--- src/rtl/mem_arbiter.sv ---
// Two-port request arbiter in front of a single downstream memory port.
// One transaction outstanding at a time; fetch and mem requests are captured and issued in turn.
module mem_arbiter #(
  parameter int RR_EN = 1
) (
  input  logic        clk,
  input  logic        rstn,
  input  logic        fetch_request_enable,
  input  logic        freq_mode,
  input  logic [31:0] freq_addr,
  input  logic [31:0] freq_wdata,
  input  logic [3:0]  freq_wstrb,
  output logic        fetch_response_enable,
  output logic [31:0] fresp_data,
  input  logic        mem_request_enable,
  input  logic        mreq_mode,
  input  logic [31:0] mreq_addr,
  input  logic [31:0] mreq_wdata,
  input  logic [3:0]  mreq_wstrb,
  output logic        mem_response_enable,
  output logic [31:0] mresp_data,
  output logic        request_enable,
  output logic        req_mode,
  output logic [31:0] req_addr,
  output logic [31:0] req_wdata,
  output logic [3:0]  req_wstrb,
  input  logic        response_enable,
  input  logic [31:0] resp_data,
  output logic        busy
);

  typedef enum logic {IDLE = 1'b0, WAIT = 1'b1} state_t;

  typedef struct packed {
    logic        mode;
    logic [31:0] addr;
    logic [31:0] wdata;
    logic [3:0]  wstrb;
  } req_t;

  state_t      state_r, state_nx;
  logic        f_pend_r, f_pend_nx, m_pend_r, m_pend_nx;
  req_t        f_cap_r, f_cap_nx, m_cap_r, m_cap_nx, req_r, req_nx;
  logic        owner_mem_r, owner_mem_nx;
  logic        rr_mem_r, rr_mem_nx;
  logic        req_en_r, req_en_nx;
  logic        f_rsp_en_r, f_rsp_en_nx, m_rsp_en_r, m_rsp_en_nx;
  logic [31:0] f_rsp_r, f_rsp_nx, m_rsp_r, m_rsp_nx;
  logic        busy_r, busy_nx;
  logic        grant_mem_s, f_inflight_s, m_inflight_s;

  // Arbitration choice; the round-robin pointer only moves on contested grants.
  always_comb begin
    grant_mem_s = 1'b0;
    if (f_pend_r && m_pend_r) begin
      if (RR_EN != 0) begin
        grant_mem_s = ~rr_mem_r;
      end else begin
        grant_mem_s = 1'b1;
      end
    end else begin
      grant_mem_s = m_pend_r;
    end
  end

  assign f_inflight_s = (state_r == WAIT) && !owner_mem_r;
  assign m_inflight_s = (state_r == WAIT) &&  owner_mem_r;

  // Next-state, issue, response routing and request capture.
  always_comb begin
    state_nx     = state_r;
    f_pend_nx    = f_pend_r;
    m_pend_nx    = m_pend_r;
    f_cap_nx     = f_cap_r;
    m_cap_nx     = m_cap_r;
    req_nx       = req_r;
    owner_mem_nx = owner_mem_r;
    rr_mem_nx    = rr_mem_r;
    req_en_nx    = 1'b0;
    f_rsp_en_nx  = 1'b0;
    m_rsp_en_nx  = 1'b0;
    f_rsp_nx     = f_rsp_r;
    m_rsp_nx     = m_rsp_r;
    case (state_r)
      IDLE: begin
        if (f_pend_r || m_pend_r) begin
          req_en_nx    = 1'b1;
          state_nx     = WAIT;
          owner_mem_nx = grant_mem_s;
          if (f_pend_r && m_pend_r) begin
            rr_mem_nx = grant_mem_s;
          end else begin
            rr_mem_nx = rr_mem_r;
          end
          if (grant_mem_s) begin
            req_nx    = m_cap_r;
            m_pend_nx = 1'b0;
          end else begin
            req_nx    = f_cap_r;
            f_pend_nx = 1'b0;
          end
        end else begin
          state_nx = IDLE;
        end
      end
      WAIT: begin
        if (response_enable) begin
          state_nx = IDLE;
          if (owner_mem_r) begin
            m_rsp_nx    = resp_data;
            m_rsp_en_nx = 1'b1;
          end else begin
            f_rsp_nx    = resp_data;
            f_rsp_en_nx = 1'b1;
          end
        end else begin
          state_nx = WAIT;
        end
      end
      default: begin
        state_nx = IDLE;
      end
    endcase

    // A port that is pending or in flight ignores new pulses.
    if (fetch_request_enable && !f_pend_r && !f_inflight_s) begin
      f_pend_nx = 1'b1;
      f_cap_nx  = '{mode: freq_mode, addr: freq_addr, wdata: freq_wdata, wstrb: freq_wstrb};
    end else begin
      f_cap_nx = f_cap_r;
    end
    if (mem_request_enable && !m_pend_r && !m_inflight_s) begin
      m_pend_nx = 1'b1;
      m_cap_nx  = '{mode: mreq_mode, addr: mreq_addr, wdata: mreq_wdata, wstrb: mreq_wstrb};
    end else begin
      m_cap_nx = m_cap_r;
    end

    busy_nx = (state_nx == WAIT) || f_pend_nx || m_pend_nx;
  end

  // State and output registers.
  always_ff @(posedge clk or negedge rstn) begin
    if (!rstn) begin
      state_r     <= IDLE;
      f_pend_r    <= 1'b0;
      m_pend_r    <= 1'b0;
      f_cap_r     <= '0;
      m_cap_r     <= '0;
      req_r       <= '0;
      owner_mem_r <= 1'b0;
      rr_mem_r    <= 1'b0;
      req_en_r    <= 1'b0;
      f_rsp_en_r  <= 1'b0;
      m_rsp_en_r  <= 1'b0;
      f_rsp_r     <= 32'h0000_0000;
      m_rsp_r     <= 32'h0000_0000;
      busy_r      <= 1'b0;
    end else begin
      state_r     <= state_nx;
      f_pend_r    <= f_pend_nx;
      m_pend_r    <= m_pend_nx;
      f_cap_r     <= f_cap_nx;
      m_cap_r     <= m_cap_nx;
      req_r       <= req_nx;
      owner_mem_r <= owner_mem_nx;
      rr_mem_r    <= rr_mem_nx;
      req_en_r    <= req_en_nx;
      f_rsp_en_r  <= f_rsp_en_nx;
      m_rsp_en_r  <= m_rsp_en_nx;
      f_rsp_r     <= f_rsp_nx;
      m_rsp_r     <= m_rsp_nx;
      busy_r      <= busy_nx;
    end
  end

  assign request_enable        = req_en_r;
  assign req_mode              = req_r.mode;
  assign req_addr              = req_r.addr;
  assign req_wdata             = req_r.wdata;
  assign req_wstrb             = req_r.wstrb;
  assign fetch_response_enable = f_rsp_en_r;
  assign fresp_data            = f_rsp_r;
  assign mem_response_enable   = m_rsp_en_r;
  assign mresp_data            = m_rsp_r;
  assign busy                  = busy_r;

endmodule
--- config.mk ---
export PLATFORM = sky130hd
export DESIGN_NAME = mem_arbiter
export DESIGN_NICKNAME = d
export VERILOG_FILES = /design/src/rtl/mem_arbiter.sv
export SDC_FILE = /design/constraint.sdc
export NUM_CORES = 1
export LEC_CHECK = 0
export ABC_AREA = 0
export BUFFER_PORTS_ARGS = -buffer_cell sky130_fd_sc_hd__buf_4
export CAP_MARGIN = 20
export CORE_MARGIN = 2
export CORE_UTILIZATION = 52
export DETAILED_ROUTE_END_ITERATION = 10
export MAX_ROUTING_LAYER = met4
export PLACE_DENSITY = 0.8
export SETUP_SLACK_MARGIN = 0.4
export SLEW_MARGIN = 20
export SYNTH_ARGS = -nofsm -noshare
export SYNTH_HDL_FRONTEND = slang
export SYNTH_SLANG_ARGS = --single-unit
--- constraint.sdc ---
create_clock -name clk -period 1.8 [get_ports clk]
set_input_delay 0.09 -clock clk [delete_from_list [all_inputs] [get_ports clk]]
set_output_delay 0.09 -clock clk [all_outputs]
set_load 0.005 [all_outputs]
==> impl_results.md, run 1 <==
* Status: finished, violations left
* Failing checks: negative setup slack
* Clk Latency, worst-skew pair at 0.55 ns
* Pwr/cell area at 1930 mW/mm²
* Crit path required time at 2.25 ns
* Clock Sinks at 280
* Fin. max-slew vios at 0
* Clock-pin slew on the worst setup and hold paths at 0.07 ns
* CTS Buf Count at 29
* CORE AREA at 0.0208 mm²
* Clk root buf: clkbuf_16
* Fillers at 760
* Synth top area share at 64.2%
* Initial antenna violation count at 3
* Yosys warning count at 0
* IO Pins at 312
* Via/cell ratio at 5.88
* Area leader, netlist: dfrtp_1
* Die width at 149 µm
* Post-DP HPWL at 18400 µm
* Initial DRC count at 709
* Drt first pass iters at 7
* Finished Cell Area at 0.0185 mm²
* Wirelength per Cell at 27.1 µm
* Routed Antenna Nets at 0
* Cells after Synth at 838
* Die Height at 149 µm
* CP max FO at 7
* Crit. End Element: register
* Drt drc at 0
* Fmax at 0.555 GHz
* Grt ovf at 0
* Worst Max-Slew Pin Slew at 0.391 ns
* Final Non-Filler Cells at 1691
* Die Footprint at 0.0222 mm²
* Nets at 1566
* Post-Syn Area per Cell at 13.0 µm²
* Synthesis-to-layout area growth at 69.7%
* Final setup viols at 1
* Leakage power at 8.27 nW
* PortBufs at 311
* Max Clock Skew at 0.0183 ns
* Synth cell types at 29
* Max Cap Viol at 0
* Effective utilization at floorplan at 52.4%
* Via count at 9948
* HP Class: in -> reg
* Instance area after placement at 0.0137 mm²
* Finished Core Util at 89.0%
* Synth Cell Area at 0.0109 mm²
* RSZ-0062 raised after global routing: true
* WL final at 45900 µm
* Placed cells at 1394
* Crit share post-route at 100%
* CTS tree: done
* Type of origin of the critical path: register
* Final Hold Vio Count at 0
* CTS H-tree depth at 1
* Worst rel slew slack at 74.0%
* Minimum clock period at 1.80 ns
* Vias in the first global route at 10400
* Total GRT Usage at 35.1%
* Largest net degree at the start of global routing at 59
* Sequential area share after synthesis at 64.2%
* Dpl ws at 0.122 ns
* CP Class: reg -> reg
* WP data arrival at 2.25 ns
* Worst VDD drop at 1.35 mV
* FP Rows at 53
* Proportion of layout cells with a drive suffix above 1 at 50.7%
* Synth top area cells: dfrtp_1 (64%), mux2_2 (20%), nand2_1 (4.8%), a31oi_1 (4.0%), nor2_1 (2.4%)
* Clock Path Buffers at 3
* First-pass GRT wire length at 58000 µm
* Synthesized Nets at 1013
* Final worst setup slack at -0.000926 ns
* FF+latch count, synth at 280
* Global placer's final weighted congestion at 0.814
-- worst max-delay path, cell delays in order, from the launching register on --
cell,delay (ns)
dfrtp_1,0.42
buf_6,0.14
buf_8,0.12
o21ba_4,0.25
buf_12,0.13
buf_12,0.11
buf_12,0.12
buf_16,0.16
nor2_2,0.04
a31oi_1,0.20
-- final cells by class --
class / instances / area (µm²) / area share, %
well taps: 275 / 344 / 1.86
clock buffers: 43 / 848 / 4.58
flip-flops and latches: 280 / 7010 / 37.8
inverters: 4 / 15.0 / 0.0811
multi-input cells: 500 / 4290 / 23.2
repair buffers: 576 / 5830 / 31.5
diodes: 3 / 7.51 / 0.0405
clock inverters: 10 / 178 / 0.959
-- Yosys cell counts --
cell and n:
clkbuf_1 18, mux2i_1 1, o21ba_2 1, buf_2 31
nor3_1 2, a21bo_2 1, buf_4 1, o21bai_1 1
buf_1 2, xnor2_1 1, nor2b_1 2, mux2_1 10
or3_1 1, mux2_2 192, a31oi_1 70, nand3b_1 1
clkbuf_2 1, a21oi_1 2, inv_1 4, nor2_1 69
buf_6 1, nor3b_2 1, a21boi_1 1, nand3_1 1
a21boi_2 1, o21ai_0 2, o22a_1 1, dfrtp_1 280
nand2_1 139
-- path summary, 6_finish.rpt --
| path | from | endpoint | slack [ns] | depth (start not counted) |
|---|---|---|---|---|
| setup / recovery | state_r | req_addr[13] | -0.0009 | 9 |
| hold / removal | mem_request_enable | m_pend_r | 0.01 | 3 |
| setup reg to reg | state_r | req_addr[13] | -0.0009 | 9 |
| hold reg to reg | m_cap_r[64] | m_cap_r[64] | 0.50 | 1 |
| max in group asynchronous | rstn | req_addr[5] | 1.06 | 3 |
| min in group asynchronous | rstn | f_cap_r[33] | 0.06 | 2 |
-- cells by family (layout without fill, tap and decap cells) --
family	after synthesis	after routing	synth area share [%]
XOR/XNOR	1	1	0.0802
AND/OR/NAND/NOR	216	216	7.64
AO/OA/AOI/OAI	80	80	4.70
other	0	3	0
buffers and inverters	58	633	2.46
multiplexers	203	203	20.9
flip-flops	280	280	64.2
-- repair_timing --
action | in CTS | in global routing
endpoints found under the hold margin | 484 | 0
hold buffers | 174 | 0
setup endpoints to repair | 260 | 274
gates resized for setup | 36 | 116
gates cloned | 24 | 10
pin swaps | 1 | 3
buffers inserted | 19 | 14
-- routing by layer --
| layer | wire (µm) | part of all wire [%] | track usage [%] |
|---|---|---|---|
| met1 | 15400 | 34 | 39.7 |
| met2 | 22700 | 50 | 60.3 |
| met3 | 4570 | 10 | 7.58 |
| met4 | 3160 | 6.9 | 15.7 |
| met5 | 0 | 0 | - |
-- per-stage QoR --
step	total power, mW	TNS (ns)	hold slack, ns
after floorplan	17.0	0	-0.206
after global placement	21.4	0	0.00439
after detailed placement	22.0	0	0.00507
after CTS	31.5	0	0.0178
after global routing	37.0	-0.105	0.0267
final	35.8	-0.000926	0.0138
-- state kept, by name, summed over array words and instances (netlist names) --
| register | count |
|---|---|
| rr_mem_r | 1 |
| fresp_data | 32 |
| req_wstrb | 4 |
| owner_mem_r | 1 |
| fetch_response_enable | 1 |
| mresp_data | 32 |
| state_r | 1 |
| busy | 1 |
| f_pend_r | 1 |
| m_cap_r | 69 |
| mem_response_enable | 1 |
| request_enable | 1 |
| f_cap_r | 69 |
| req_mode | 1 |
| req_wdata | 32 |
| req_addr | 32 |
| m_pend_r | 1 |
-- power breakdown --
group	switching (mW)	internal [mW]	total [mW]
Sequential	2.47	9.57	12.0
Clock	2.60	3.96	6.56
Combinational	7.98	9.23	17.2
-- cell usage in the layout (no fill, tap or decap), types with 3 or more instances in the layout --
cell	netlist	layout
a31oi_1	70	37
a31oi_2	0	6
a31oi_4	0	27
buf_12	0	24
buf_16	0	23
buf_4	1	325
buf_6	1	11
buf_8	0	8
bufinv_16	0	5
clkbuf_1	18	7
clkbuf_16	0	38
clkbuf_8	0	7
clkinv_2	0	4
dfrtp_1	280	279
diode_2	0	3
dlygate4sd3_1	0	174
inv_1	4	4
mux2_1	10	8
mux2_2	192	192
nand2_1	139	139
nor2_1	69	36
nor2_2	0	16
nor2_4	0	17
No activity file was read; power rests on OpenSTA's default activity.
==> inputs of run 2 (changes only) <==
Settings changed: CTS_BUF_LIST set to sky130_fd_sc_hd__clkbuf_8 sky130_fd_sc_hd__clkbuf_16.
==> run 2 against run 1 <==
Against the previous run:
- the flow still finishes with violations (negative setup slack)
- core utilization increased by 4.7 points
- largest power group unchanged
- global-route usage increased by 1.9 points
- fmax decreased by 15%
- clock power increased by 2%
- final cell count increased by 1.7%
- final area increased by 5.3%
==> impl_results.md, run 2 (synthesized netlist as in run 1, its figures left out) <==
* Final Hold Vio Count at 0 (unchanged)
* Crit-path slowest cell: dfrtp_2
* Clock Sinks at 280 (unchanged)
* Seq pwr share at 31.9% (-1.7 points)
* Initial DRC count at 1236 (+74%)
* Grt ovf at 0 (unchanged)
* CTS H-tree depth at 1 (unchanged)
* Global placer's final weighted congestion at 0.814 (unchanged)
* Wirelength per Cell at 33.2 µm (+22%)
* Max Clock Skew at 0.0302 ns (+0.0119 ns)
* Crit share post-route at 118% (+18 points)
* Failing checks: negative setup slack
* Effective utilization at floorplan at 52.4% (unchanged)
* Worst Max-Slew Pin Slew at 0.509 ns (+0.119 ns)
* Pwr/cell area at 2020 mW/mm² (+4.4%)
* RSZ-0062 raised after global routing: true
* Drt first pass iters at 5 (-2)
* Commonest non-fill, non-tap cells in the layout: buf_4 (327), dfrtp_1 (277), dlygate4sd3_1 (174)
* Status: finished, violations left
* Fin. max-slew vios at 0 (unchanged)
* Max Cap Viol at 0 (unchanged)
* Slowest stage delay, CP at 0.47 ns (+0.05 ns)
* Post-DP HPWL at 18400 µm (unchanged)
* Fmax at 0.470 GHz (-15%)
* Gate power share at 51.0% (+2.9 points)
* CP top delay family: buffers and inverters
* Minimum clock period at 2.13 ns (+0.327 ns)
* Most common cell after layout, fill and taps aside: buf_4
* Crit path required time at 2.18 ns (-0.07 ns)
* Clock-pin slew on the worst setup and hold paths at 0.08 ns (about the same)
* Die Height at 149 µm (unchanged)
* Via count at 11100 (+12%)
* Final setup viols at 122 (+121)
* Net switching power at 15.1 mW (+16%)
* Crit-path cells: buf_6 -> buf_6 -> o21ba_4 -> buf_12 -> buf_8 -> buf_12 -> buf_16 -> nor2_2 -> a31oi_1
* Type of origin of the critical path: register
* FP Rows at 53 (unchanged)
* CP max FO at 7 (unchanged)
* Die Footprint at 0.0222 mm² (unchanged)
* Finished Core Util at 93.7% (+4.7 points)
* Setup_tns at -5.39 ns (-5.39 ns)
* Proportion of layout cells with a drive suffix above 1 at 52.5% (+1.8 points)
* Vias in the first global route at 10600 (+2.0%)
* Largest net degree at the start of global routing at 59 (unchanged)
* Nets at 1590 (+1.5%)
* Cell internal pwr at 24.3 mW (+6.8%)
* CORE AREA at 0.0208 mm² (unchanged)
* Synthesis-to-layout area growth at 78.7%
* Critical path origin: state_r
* Fillers at 558 (-27%)
* HP Class: in -> async
* Worst rel slew slack at 65.9% (-8.1 points)
* Finished Cell Area at 0.0195 mm² (+5.3%)
* Routed Antenna Nets at 0 (unchanged)
* IO Pins at 312 (unchanged)
* Reg-to-Reg Start: state_r
* Top Registers: f_cap_r: 69 flops, m_cap_r: 69 flops
* CTS tree: done
* Clk pwr share at 17.1% (-1.2 points)
* WP data arrival at 2.51 ns (+0.26 ns)
* Worst VDD drop at 1.33 mV (-2.1%)
* Instance area after placement at 0.0137 mm² (unchanged)
* Switching part of the total power at 38.3% (+1.8 points)
* CP Class: reg -> reg
* WL final at 57000 µm (+24%)
* PortBufs at 311 (unchanged)
* Buf+Inv Stages, Crit Path at 6 (unchanged)
* Clk Latency, worst-skew pair at 0.56 ns (about the same)
* Dpl ws at 0.122 ns (unchanged)
* Drt drc at 0 (unchanged)
* Leakage power at 8.98 nW (+8.6%)
* Final worst setup slack at -0.327 ns (-0.327 ns)
* Clock Path Buffers at 3 (unchanged)
* Clk root buf: clkbuf_16
* CTS Buf Count at 29 (unchanged)
* Die width at 149 µm (unchanged)
* Crit. End Element: register
* First-pass GRT wire length at 60700 µm (+4.6%)
* Total GRT Usage at 37.0% (+1.9 points)
* Initial antenna violation count at 4 (+1)
* Via/cell ratio at 6.45 (+9.7%)
## run 2: cell count changes in the layout (fill, tap and decap cells not counted), sizes merged
cell | previous run | this run
inv | 4 | 11
buf | 391 | 406
clkbuf | 52 | 54
diode | 3 | 8
## run 2: cell type report
cell class              count  area, µm²  area share (%)
flip-flops and latches    280       7010            35.9
repair buffers            600       6350            32.6
multi-input cells         500       4740            24.3
clock buffers              36        822            4.21
well taps                 275        344            1.76
clock inverters            17        204            1.05
diodes                      8       20.0           0.103
inverters                   4       15.0          0.0770
## run 2: stage by stage
step                hold WS [ns]  instances  power [mW]
floorplan                 -0.206        838        17.0
CTS                       0.0176       1675        32.1
global route              0.0890       1720        40.0
finish                    0.0462       1720        39.4
detailed placement       0.00507       1394        22.0
global placement         0.00439       1394        21.4
## run 2: repair_timing
item                                    CTS  global route
resized for setup                        83           223
gates cloned                             27            23
endpoints found under the setup margin  260           274
hold buffers                            174             0
hold endpoints to repair                484             0
pin swaps                                 3             5
setup buffers                            27            14
## run 2: path summary, 6_finish.rpt
path	end	slack [ns]	cells after the start
worst max-delay path	req_wdata[18]	-0.33	9
worst min-delay path	f_cap_r[33]	0.05	2
worst max register to register	req_wdata[18]	-0.33	9
worst min register to register	fresp_data[13]	0.51	1
max in group asynchronous	m_cap_r[39]	1.04	3
min in group clk	m_pend_r	0.26	4
## run 2: power by group through the flow
stage               Clock (mW)  Sequential (mW)  Combinational (mW)
floorplan                    0             11.1                5.90
global placement             0             11.3                10.2
detailed placement           0             11.4                10.5
CTS                       6.43             11.5                14.2
global route              6.95             12.6                20.5
finish                    6.72             12.6                20.1
## run 2: metal layers
layer  vias to the layer above  routed length (µm)  global-route usage, %
met4                         0                5950                   18.7
met5                         -                   0                      -
met2                      1078               26100                   63.0
met1                      5479               18500                   41.6
li1                       4059                   -                      -
met3                       483                6440                   7.61
